`src/rtl/stack_arbiter.sv`:
```
// Two-port round-robin arbiter sharing one operand stack between the core (A) and host/debug (B).
// Optional A-side lock for atomic multi-op sequences is enabled by defining STACK_ARB_LOCK_EN.
module stack_arbiter #(
  parameter int unsigned WIDTH = 66
) (
  input  logic             clk,
  input  logic             reset,
  input  logic             a_req,
  input  logic [1:0]       a_op,
  input  logic [WIDTH-1:0] a_data,
  input  logic             a_lock,
  output logic             a_gnt,
  output logic             a_done,
  input  logic             b_req,
  input  logic [1:0]       b_op,
  input  logic [WIDTH-1:0] b_data,
  output logic             b_gnt,
  output logic             b_done,
  output logic [WIDTH-1:0] rsp_tos,
  output logic [1:0]       rsp_status,
  output logic             rsp_err,
  output logic [1:0]       stack_op,
  output logic [WIDTH-1:0] stack_data,
  input  logic [WIDTH-1:0] stack_tos,
  input  logic [1:0]       stack_status
);

  // Encodings shared with the stack instance.
  localparam logic [1:0] OP_NONE  = 2'd0;
  localparam logic [1:0] ST_EMPTY = 2'd1;

  typedef enum logic [1:0] {StIdle, StIssue, StSettle} state_t;

  state_t           r_state, w_state_d;
  logic [1:0]       r_op, w_op_d;
  logic [WIDTH-1:0] r_data, w_data_d;
  logic             r_win_b, w_win_b_d;
  logic             r_last_b, w_last_b_d;
  logic             r_a_gnt, w_a_gnt_d;
  logic             r_b_gnt, w_b_gnt_d;
  logic             r_a_done, w_a_done_d;
  logic             r_b_done, w_b_done_d;
  logic [WIDTH-1:0] r_tos, w_tos_d;
  logic [1:0]       r_status, w_status_d;
  logic             r_err, w_err_d;
  logic             w_pick_a, w_pick_b;

`ifdef STACK_ARB_LOCK_EN
  logic             r_lock, w_lock_d;
`else
  logic             w_unused_lock;
  assign w_unused_lock = a_lock;
`endif

  always_comb begin
    w_state_d  = r_state;
    w_op_d     = OP_NONE;
    w_data_d   = r_data;
    w_win_b_d  = r_win_b;
    w_last_b_d = r_last_b;
    w_a_gnt_d  = 1'b0;
    w_b_gnt_d  = 1'b0;
    w_a_done_d = 1'b0;
    w_b_done_d = 1'b0;
    w_tos_d    = r_tos;
    w_status_d = r_status;
    w_err_d    = r_err;
`ifdef STACK_ARB_LOCK_EN
    w_lock_d   = r_lock;
`endif

    // A wins when alone or when B was served last.
    w_pick_a = a_req & (~b_req | r_last_b);
    w_pick_b = b_req & ~w_pick_a;
`ifdef STACK_ARB_LOCK_EN
    if (r_lock && a_lock) begin
      w_pick_a = a_req;
      w_pick_b = 1'b0;
    end
`endif

    unique case (r_state)
      StIdle: begin
`ifdef STACK_ARB_LOCK_EN
        if (!a_lock) w_lock_d = 1'b0;
`endif
        if (w_pick_a || w_pick_b) begin
          w_state_d = StIssue;
          w_op_d    = w_pick_b ? b_op : a_op;
          w_data_d  = w_pick_b ? b_data : a_data;
          w_win_b_d = w_pick_b;
          w_a_gnt_d = w_pick_a;
          w_b_gnt_d = w_pick_b;
        end
      end
      StIssue: begin
        w_state_d  = StSettle;
        w_last_b_d = r_win_b;
      end
      StSettle: begin
        w_state_d  = StIdle;
        w_tos_d    = stack_tos;
        w_status_d = stack_status;
        w_err_d    = (stack_status > ST_EMPTY);
        w_a_done_d = ~r_win_b;
        w_b_done_d = r_win_b;
`ifdef STACK_ARB_LOCK_EN
        if (!r_win_b && a_lock) w_lock_d = 1'b1;
`endif
      end
      default: w_state_d = StIdle;
    endcase
  end

  always_ff @(posedge clk) begin
    if (reset) begin
      r_state  <= StIdle;
      r_op     <= OP_NONE;
      r_data   <= '0;
      r_win_b  <= 1'b0;
      r_last_b <= 1'b1;
      r_a_gnt  <= 1'b0;
      r_b_gnt  <= 1'b0;
      r_a_done <= 1'b0;
      r_b_done <= 1'b0;
      r_tos    <= '0;
      r_status <= 2'd0;
      r_err    <= 1'b0;
`ifdef STACK_ARB_LOCK_EN
      r_lock   <= 1'b0;
`endif
    end else begin
      r_state  <= w_state_d;
      r_op     <= w_op_d;
      r_data   <= w_data_d;
      r_win_b  <= w_win_b_d;
      r_last_b <= w_last_b_d;
      r_a_gnt  <= w_a_gnt_d;
      r_b_gnt  <= w_b_gnt_d;
      r_a_done <= w_a_done_d;
      r_b_done <= w_b_done_d;
      r_tos    <= w_tos_d;
      r_status <= w_status_d;
      r_err    <= w_err_d;
`ifdef STACK_ARB_LOCK_EN
      r_lock   <= w_lock_d;
`endif
    end
  end

  assign stack_op   = r_op;
  assign stack_data = r_data;
  assign a_gnt      = r_a_gnt;
  assign b_gnt      = r_b_gnt;
  assign a_done     = r_a_done;
  assign b_done     = r_b_done;
  assign rsp_tos    = r_tos;
  assign rsp_status = r_status;
  assign rsp_err    = r_err;

endmodule

```
`config.mk`:
```
export PLATFORM = sky130hd
export DESIGN_NAME = stack_arbiter
export DESIGN_NICKNAME = d
export VERILOG_FILES = /design/src/rtl/stack_arbiter.sv
export SDC_FILE = /design/constraint.sdc
export NUM_CORES = 1
export LEC_CHECK = 0
export ABC_AREA = 1
export BUFFER_PORTS_ARGS = -buffer_cell sky130_fd_sc_hd__buf_4
export CAP_MARGIN = 20
export CORE_AREA = 2 2 137 139
export DETAILED_ROUTE_END_ITERATION = 6
export DIE_AREA = 0 0 139 141
export GPL_ROUTABILITY_DRIVEN = 0
export PLACE_DENSITY = 0.73
export SETUP_SLACK_MARGIN = 0.02
export SLEW_MARGIN = 30
export SYNTH_ARGS = -nofsm -noshare
export SYNTH_HDL_FRONTEND = slang
export SYNTH_SLANG_ARGS = --single-unit
```
`constraint.sdc`:
```
create_clock -name clk -period 3.3 [get_ports clk]
set_clock_uncertainty 0.1 [all_clocks]
set_input_delay 0.495 -clock clk [delete_from_list [all_inputs] [get_ports clk]]
set_output_delay 0.495 -clock clk [all_outputs]
set_load 0.02 [all_outputs]
```
# Word level (Yosys, flattened, before mapping)
# Cells that the tools add are included.
dict set report op_classes {
  n_reduce_logical 5
  eq_ne 3
  order_cmp 1
  muxes 4
  bitwise_logic 9
}
# operator n
set op_table {}
lappend op_table {{$mux W66} 1}
lappend op_table {{$not A1 Y1} 6}
lappend op_table {{$mux W2} 2}
lappend op_table {{$pmux W2 S2} 1}
lappend op_table {{$reduce_or A3 Y1} 1}
lappend op_table {{$and A1 B1 Y1} 2}
lappend op_table {{$eq A2 B1 Y1 const B} 1}
lappend op_table {{$eq A2 B2 Y1 const B} 1}
lappend op_table {{$gt A2 B1 Y1 const B} 1}
lappend op_table {{$logic_not A2 Y1} 1}
lappend op_table {{$ne A2 B2 Y1 const B} 1}
lappend op_table {{$reduce_and A2 Y1} 1}
lappend op_table {{$reduce_or A2 Y1} 1}
lappend op_table {{$logic_or A1 B1 Y1} 1}
lappend op_table {{$or A1 B1 Y1} 1}
dict set report totals {
  wordCells 34
  register_bits 145
}

# Depth between registers and ports, before layout
# Gate-level depths: netlist (run 1).
dict set report depth {
  depth_word 8
  mapped_depth 9
  ltp_nobuf 7
}

# Worst setup path after synthesis (run 1)
# Ideal clock, no wire load.
dict set report synth_timing {
  path_type {input -> register}
  startpoint {in b_req}
  endpoint {reg r_data[29], in the netlist stack_data[29]}
  setup_time_ps 112
  slack_ps 1906
  n_path_buf 2
  path_stages 8
  t_arrival_ps 1182
  required_ps 3088
  cell_sequence {inv_2 a21o_1 buf_4 buf_4 nand2_1 nand2_1 nand2_1 nand2_1}
}
dict set report synth_between {
  elab_chain_len 7
  elab_cells_between_ends 8
}
# item line_no
set synth_lines {}
lappend synth_lines {{from (decl)} 14} ;# input logic b_req,
lappend synth_lines {{$not A1 Y1} 73} ;# w_pick_a = a_req & (~b_req | r_last_b);
lappend synth_lines {{$or A1 B1 Y1} 73}
lappend synth_lines {{$and A1 B1 Y1} 73}
lappend synth_lines {{$not A1 Y1} 74} ;# w_pick_b = b_req & ~w_pick_a;
lappend synth_lines {{$and A1 B1 Y1} 74}
lappend synth_lines {{$logic_or A1 B1 Y1} 87} ;# if (w_pick_a || w_pick_b) begin
lappend synth_lines {{$reduce_and A2 Y1 (no line)} --}
lappend synth_lines {{to (signal assigned)} 135} ;# r_data <= w_data_d;
lappend synth_lines {{to (decl)} 36} ;# logic [WIDTH-1:0] r_data, w_data_d;
# Parallel ways exist; a longest one is shown, timed or not.
# A chain may end at the register's enable or synchronous reset.

# Worst setup path in the final report (run 1)
dict set report layout_timing {
  startpoint {reg r_state[0]}
  endpoint {reg r_tos[4], in the netlist rsp_tos[4]}
}
dict set report layout_between {
  elab_chain_len 1
}
# item line_no
set layout_lines {}
lappend layout_lines {{from (decl)} 34} ;# state_t r_state, w_state_d;
lappend layout_lines {{from (signal assigned)} 117} ;# r_state <= StIdle;
lappend layout_lines {{from (signal assigned)} 133} ;# r_state <= w_state_d;
lappend layout_lines {{$eq A2 B2 Y1} 82} ;# unique case (r_state)
lappend layout_lines {{to (signal assigned)} 142} ;# r_tos <= w_tos_d;
lappend layout_lines {{to (decl)} 43} ;# logic [WIDTH-1:0] r_tos, w_tos_d;
# Every way passes these cells.

==> out/results.tsv, run 1 <==
metric	value	unit
path_clk_slew	0.07	ns
dr.pass1.iters	5	
path_class	flip-flop to flip-flop	
cts_root_buf	clkbuf_16	
ys_warn_count	0	
switching_share	28.6	%
startpoint_type	flip-flop	
fin_tns_setup	0	ns
drc	0	
total_power	4810	uW
num_rows	50	
worstPathRequired	3.53	ns
grt_pass1_wl	30000	um
power_switching	1380	uW
hold_buffers	0	
io_pins	350	
slew_violations	0	
clock_path_buffers	2	
pwr_density_cell	531	nW/um^2
syn_nets	1052	
antenna_found_initial	0	
place_ws	1.18	ns
wire_per_inst	13.5	um
period_needed	1.76	ns
clk_latency	0.40	ns
grt_max_degree	69	
cts_tree	done	
synth_top_area_cell	dfxtp_1	
synth-async-reset-ratio	0	%
worstMarginPinSlew	0.784	ns
synth_area_leaders	dfxtp_1, nand2_1, nor2_1	
io_buffers	348	
worst_slack	1.54	ns
ant_nets	0	
post-dp-hpwl	13800	um
numCtsBuffers	17	
crit_arrival	1.99	ns
critical_path.endpoint_type	flip-flop	
layout-drive-gt1-share	33.9	%
synth.top_cell.area_share	50.6	%
via_per_inst	4.41	
syn_inst	843	
htree_num_levels	4	
ys_types	19	
dieArea	19600	um^2
design.core.area	18300	um^2
finalWirelength	19100	um
outcome	finished clean	
whs	0.198	ns
ys.flop_type	dfxtp_1	
r2r_slack	1.54	ns
dp_cells	1385	
syn_area	5740	um^2
post_cts_buffers	0	
clkPwrFrac	39.8	%
fillCellCount	1822	
fin_nets	1379	
hold_violations	0	
vias	6243	
antenna_cells	0	
slew_headroom	47.7	%
clock.fmax	567	MHz
die_w	139	um
synth_edf_count	0	
synth_common_cells	nand2_1, dfxtp_1, nor2_1	
avgSynthCellArea	6.81	um^2
ys_seq_area_share	50.6	%
globalRouteTotalUtil	18.9	%
ys_ff_latch	145	
ir_drop	0.310	mV
leakage	0.00499	uW
drv_cap	0	
min_path_type	input pin to flip-flop	
drt_iter0_markers	373	
path_max_fanout	41	
finalSetupViolations	0	
yosysMostFrequentCell	nand2_1	
timing.final.crit_share	53.4	%
clock_sinks	145	
rsz0062_at_grt	false	
internal_power	3440	uW
multiInputGateArea	2460	um^2
cts-resized-gates	0	
area_growth	58.0	%
die_h	141	um
grt_pass1_vias	5955	
p_comb_share	19.5	%
seqCellArea	2900	um^2
seqPwrFrac	40.7	%
stdcell_count	1417	
start_util	31.4	%
gr-total-overflow	0	
[state kept, by name, summed over array words and instances, names as in the netlist, 2 cells and up]
register	flops
rsp_tos	66
stack_data	66
stack_op	2
rsp_status	2
r_state	2
[final cells by class]
cell class                 instances  share of cell area (%)
clock buffer                      18                    4.74
clock inverter                    14                    1.67
inverter                          33                    1.38
multi-input combinational        615                    27.2
sequential                       145                    32.0
tap                              234                    3.23
timing repair buffer             358                    29.8
[kinds of logic after synthesis]
family / count (synthesis) / synth area share [%]
AOI/OAI and AO/OA: 76 / 6.74
DFF: 145 / 50.6
and+or+nand+nor: 539 / 35.9
buffers and inverters: 83 / 6.74
[critical path: stages, from the launching register on]
cell	delay, ns
dfxtp_1	0.39
nor2_4	0.06
inv_2	0.56
buf_4	0.36
nor2_1	0.07
nor2_1	0.14
[worst paths after layout]
kind | cells after the start | start | to
setup / recovery | 5 | r_state[0] | rsp_tos[4]
setup reg to reg | 5 | r_state[0] | rsp_tos[4]
hold reg to reg | 2 | stack_data[6] | stack_data[6]
hold / removal | 3 | stack_tos[3] | rsp_tos[3]
[metrics by stage]
stage               util (%)  instance area [um^2]
floorplan                  -                  5740
global placement        46.4                  8480
detailed placement      46.4                  8480
CTS                     49.6                  9060
global route            49.6                  9060
finish                  49.6                  9060
[power by group through the flow]
stage | Combinational [uW] | Clock (uW) | Sequential (uW)
finish | 938 | 1920 | 1960
global route | 1020 | 2050 | 1970
CTS | 946 | 1970 | 1960
detailed placement | 944 | 0 | 1990
global placement | 937 | 0 | 1990
floorplan | 298 | 0 | 2150
[per-layer routing]
| layer | routed length, um | global-route usage (%) |
|---|---|---|
| met1 | 8110 | 22.9 |
| met2 | 9370 | 31.8 |
| met3 | 1090 | 4.93 |
| met4 | 558 | 8.29 |
| met5 | 0 | 0 |
[layout by cell type (no fill, tap or decap), types with 2 or more instances in the layout]
cell and n:
nor3_1 2, o21ai_1 3, inv_2 5, nor2_1 137, clkbuf_16 17, dfxtp_1 145, nor2_4 3, clkinvlp_4 2
inv_6 6, inv_1 27, nand2_1 384, buf_4 357, bufinv_16 2, o21ai_0 66, clkinv_2 4, a21oi_1 5
nand3_1 12
Note: power is estimated with default switching activity, not from simulation.
==> run 2, diff against run 1 <==
- clock period: 3.3 -> 1.7 ns (I/O delays scaled with it)
==> run 2 against run 1 <==
- register-to-register slack lost 1.2 ns
- die area is the same
- cell count grew 5.4%
- sequential power grew 94%
- critical path type unchanged
==> out/results.tsv, run 2 (synthesis results as in run 1) <==
metric	value	unit	change
outcome	finished clean		
hold_violations	0		unchanged
gr-total-overflow	0		unchanged
drc	0		unchanged
clock.fmax	711	MHz	+25%
min_from	a_data[33]		
fin_area	9970	um^2	+10%
whs	0.0204	ns	-0.178 ns
path_cells	a21o_2 -> buf_12 -> nand2_1 -> nand2_1 -> nand2_1 -> nand2_1		
leakage	0.00535	uW	+7.3%
vias	6683		+7.0%
design.core.area	18300	um^2	unchanged
io_pins	350		unchanged
die_h	141	um	unchanged
startpoint_type	flip-flop		
reg2reg_to	stack_data[53]		
fin_tns_setup	0	ns	unchanged
min_path_cells	5		+2
drv_cap	0		unchanged
layout-drive-gt1-share	31.9	%	-2.0 points
pwr_density_cell	979	nW/um^2	+84%
rr_worst_depth	6		+1
worstMarginPinSlew	0.294	ns	-0.490 ns
rsz0062_at_grt	false		
final_common_cell	nand2_1		
io_buffers	348		unchanged
num_rows	50		unchanged
final_cell_mix	nand2_1, buf_4, dfxtp_1, nor2_1, dlygate4sd3_1		
finalWirelength	20400	um	+6.6%
clock_sinks	145		unchanged
grt_pass1_vias	6582		+11%
grt_max_degree	69		unchanged
cts_tree	done		
wire_per_inst	13.7	um	+1.2%
clock_path_buffers	2		unchanged
slew_violations	0		unchanged
crit_arrival	1.67	ns	-0.32 ns
min_path_type	input pin to flip-flop		
ir_drop	0.613	mV	+98%
critical_path.endpoint_type	flip-flop		
ant_nets	0		unchanged
post-dp-hpwl	13600	um	-1.0%
die_w	139	um	unchanged
dieArea	19600	um^2	unchanged
slew_headroom	80.4	%	+33 points
hold_buffers	76		+76
dr.pass1.iters	5		unchanged
crit_path_top_delay_cell	dfxtp_1		
path_class	flip-flop to flip-flop		
clk_latency	0.41	ns	about the same
fin_nets	1456		+5.6%
cts-resized-gates	0		unchanged
start_util	31.4	%	unchanged
grt_pass1_wl	32300	um	+7.8%
area_growth	73.7	%	
cp_common_cell	nand2_1		
r2r-start	r_last_b		
worstPathRequired	1.96	ns	-1.57 ns
via_per_inst	4.47		+1.5%
slowest_delay	0.44	ns	-0.12 ns
r2r_slack	0.29	ns	-1.24 ns
post_cts_buffers	0		unchanged
antenna_cells	0		unchanged
htree_num_levels	4		unchanged
path_max_fanout	68		+66%
drt_iter0_markers	288		-23%
total_power	9760	uW	+100%
path_clk_slew	0.06	ns	about the same
dpl-instance-area	8590	um^2	+1.3%
period_needed	1.41	ns	-0.357 ns
numCtsBuffers	17		unchanged
antenna_found_initial	0		unchanged
finalSetupViolations	0		unchanged
globalRouteTotalUtil	20.4	%	+1.5 points
timing.final.crit_share	82.7	%	+29 points
cts_root_buf	clkbuf_16		
holdPathEnd	stack_data[33]		
==> run 2: power breakdown <==
part | leakage (uW) | internal [uW] | switching (uW)
clock network | 0.000289 | 2380 | 1550
registers | 0.00119 | 3670 | 137
logic | 0.00388 | 969 | 1050
total | 0.00535 | 7020 | 2740
==> run 2: per-stage QoR <==
stage	worst slack [ns]	util [%]	std cells
2_1_floorplan	0.479	-	843
3_3_place_gp	0.305	47.0	1386
3_5_place_dp	0.296	47.0	1386
4_1_cts	0.285	54.6	1494
5_1_grt	0.189	54.6	1494
6_report	0.294	54.6	1494
==> run 2: area by class of cell <==
| type | count | area [um^2] |
|---|---|---|
| sequential | 145 | 2900 |
| clock buffer | 19 | 443 |
| inverter | 33 | 124 |
| multi-input combinational | 615 | 2460 |
| tap | 234 | 293 |
| clock inverter | 13 | 175 |
| fill | 1703 | 8300 |
| timing repair buffer | 435 | 3570 |
==> run 2: worst max-delay path, delay by kind of cell, from the launching register on <==
| family | cells | cell delay [ns] |
|---|---|---|
| buf+inv | 1 | 0.26 |
| flops | 1 | 0.44 |
| simple gates | 4 | 0.35 |
| compound gates | 1 | 0.19 |
==> run 2: worst max-delay path by stage <==
stage / from / end / slack (ns)
2_1_floorplan: r_state[1] / stack_data[10] / 0.48
3_5_place_dp: a_req / stack_data[17] / 0.30
3_3_place_gp: r_last_b / stack_data[17] / 0.30
6_report: r_last_b / stack_data[53] / 0.29
5_1_grt: r_last_b / stack_data[58] / 0.19
4_1_cts: r_last_b / stack_data[17] / 0.28
==> run 2: layer usage <==
metal / global-route usage (%) / wire length (um) / share of wire (%)
met2: 35.8 / 10300 / 50
met5: 0 / 0 / 0
met4: 9.73 / 798 / 3.9
met1: 23.4 / 8150 / 40
met3: 4.99 / 1170 / 5.7
==> run 3, diff against run 2 <==
- clock period: 1.7 -> 1.4 ns (I/O delays scaled with it)
==> run 3 against run 2 <==
- global-route usage up 2.9 points
- setup slack worse by 0.21 ns
- sequential share of layout area down 3.0 points
- highest routed layer unchanged
==> out/results.tsv, run 3 (synthesis results as in run 1) <==
metric	value	unit	change
finalSetupViolations	0		unchanged
cts_root_buf	clkbuf_16		
timing.final.crit_share	93.8	%	+11 points
hold_violations	0		unchanged
drc	0		unchanged
grt_pass1_wl	36600	um	+13%
period_needed	1.31	ns	-0.0933 ns
area_growth	93.9	%	
io_pins	350		unchanged
outcome	finished clean		
final_cell_mix	nand2_1, buf_4, dlygate4sd3_1, dfxtp_1, nor2_1		
die_w	139	um	unchanged
grt_pass1_vias	7394		+12%
die_h	141	um	unchanged
clock_sinks	145		unchanged
final_core_util	60.9	%	+6.3 points
fin_nets	1574		+8.1%
multiInputGateArea	2460	um^2	unchanged
pwr_density_cell	1060	nW/um^2	+8.5%
fin_tns_setup	0	ns	unchanged
htree_num_levels	4		unchanged
slew_violations	0		unchanged
antenna_found_initial	2		+2
gr-total-overflow	0		unchanged
wire_per_inst	14.8	um	+8.5%
path_max_fanout	21		-69%
dr.pass1.iters	5		unchanged
io_buffers	348		unchanged
startpoint_type	flip-flop		
drt_iter0_markers	427		+48%
clk_latency	0.40	ns	about the same
path_class	flip-flop to flip-flop		
drv_cap	0		unchanged
worstMarginPinSlew	0.327	ns	+0.0334 ns
seqCellArea	2900	um^2	about the same
clock.fmax	762	MHz	+7.1%
final_common_cell	nand2_1		
min_path_type	input pin to flip-flop		
num_rows	50		unchanged
clock_path_buffers	2		unchanged
vias	7386		+11%
dieArea	19600	um^2	unchanged
ant_nets	0		unchanged
numCtsBuffers	17		unchanged
via_per_inst	4.58		+2.3%
whs	0.0227	ns	+0.00236 ns
slew_headroom	78.0	%	-2.4 points
leakage	0.00584	uW	+9.1%
layout-drive-gt1-share	29.8	%	-2.2 points
critical_path.endpoint_type	flip-flop		
fillCellCount	1444		-15%
globalRouteTotalUtil	23.3	%	+2.9 points
rsz0062_at_grt	true		
worstPathRequired	1.65	ns	-0.31 ns
cts_tree	done		
start_util	31.4	%	unchanged
design.core.area	18300	um^2	unchanged
total_power	11800	uW	+21%
crit_arrival	1.56	ns	-0.11 ns
ir_drop	0.763	mV	+24%
post-dp-hpwl	13800	um	+1.1%
path_clk_slew	0.07	ns	about the same
grt_max_degree	69		unchanged
finalWirelength	23900	um	+17%
[run 3: changes by cell type in the layout (fill, tap and decap cells not counted), sizes merged]
cell / change
bufinv: -2
diode: +2
buf: +6
clkbuf: +1
clkinv: +2
dlygate4sd3: +111
[run 3: final timing paths]
check	startpoint	to	slack, ns	cells past startpoint
max	r_state[0]	stack_data[29]	0.09	7
min	b_data[11]	stack_data[11]	0.02	5
max reg2reg	r_state[0]	stack_data[29]	0.09	7
min reg2reg	stack_data[11]	stack_data[11]	0.35	2
[run 3: routing by layer]
| metal | global-route usage [%] | vias up | wire (um) |
|---|---|---|---|
| met5 | 0 | - | 0 |
| met4 | 15.7 | 0 | 1500 |
| met3 | 4.93 | 124 | 1260 |
| met2 | 41.2 | 337 | 12200 |
| met1 | 25.0 | 3314 | 8930 |
| li1 | - | 3611 | - |
[run 3: power breakdown]
part           switching, uW  total (uW)  internal [uW]
Clock                   1850        4380           2520
Sequential               168        4620           4450
Combinational           1400        2820           1410
Total                   3430       11800           8390
[run 3: final cells by class]
cell class / count / share of cell area (%)
timing repair buffer: 553 / 42.9
tap: 234 / 2.63
multi-input combinational: 615 / 22.1
clock inverter: 13 / 1.14
antenna: 2 / 0.0450
clock buffer: 19 / 3.98
sequential: 145 / 26.1
inverter: 33 / 1.11
[run 3: timing repair]
item / CTS / global route
hold endpoints to repair: 132 / 0
endpoints found under the setup margin: 0 / 26
resized for setup: 0 / 2
hold buffers: 187 / 0
setup buffers: 0 / 0
[run 3: through the flow]
step / area (um^2) / worst slack (ns) / std cells
after global routing: 11100 / 0.00802 / 1614
after detailed placement: 8650 / 0.0725 / 1392
after floorplan: 5740 / 0.179 / 843
after global placement: 8650 / 0.0919 / 1392
after CTS: 11100 / 0.0638 / 1611
final: 11100 / 0.0872 / 1614
[run 3: critical path, cell delays in order (launching register included)]
cell	delay, ns
dfxtp_1	0.38
nor2_1	0.07
nand2_2	0.10
inv_2	0.05
nor2_4	0.19
buf_12	0.20
nand2_1	0.08
nand2_1	0.08
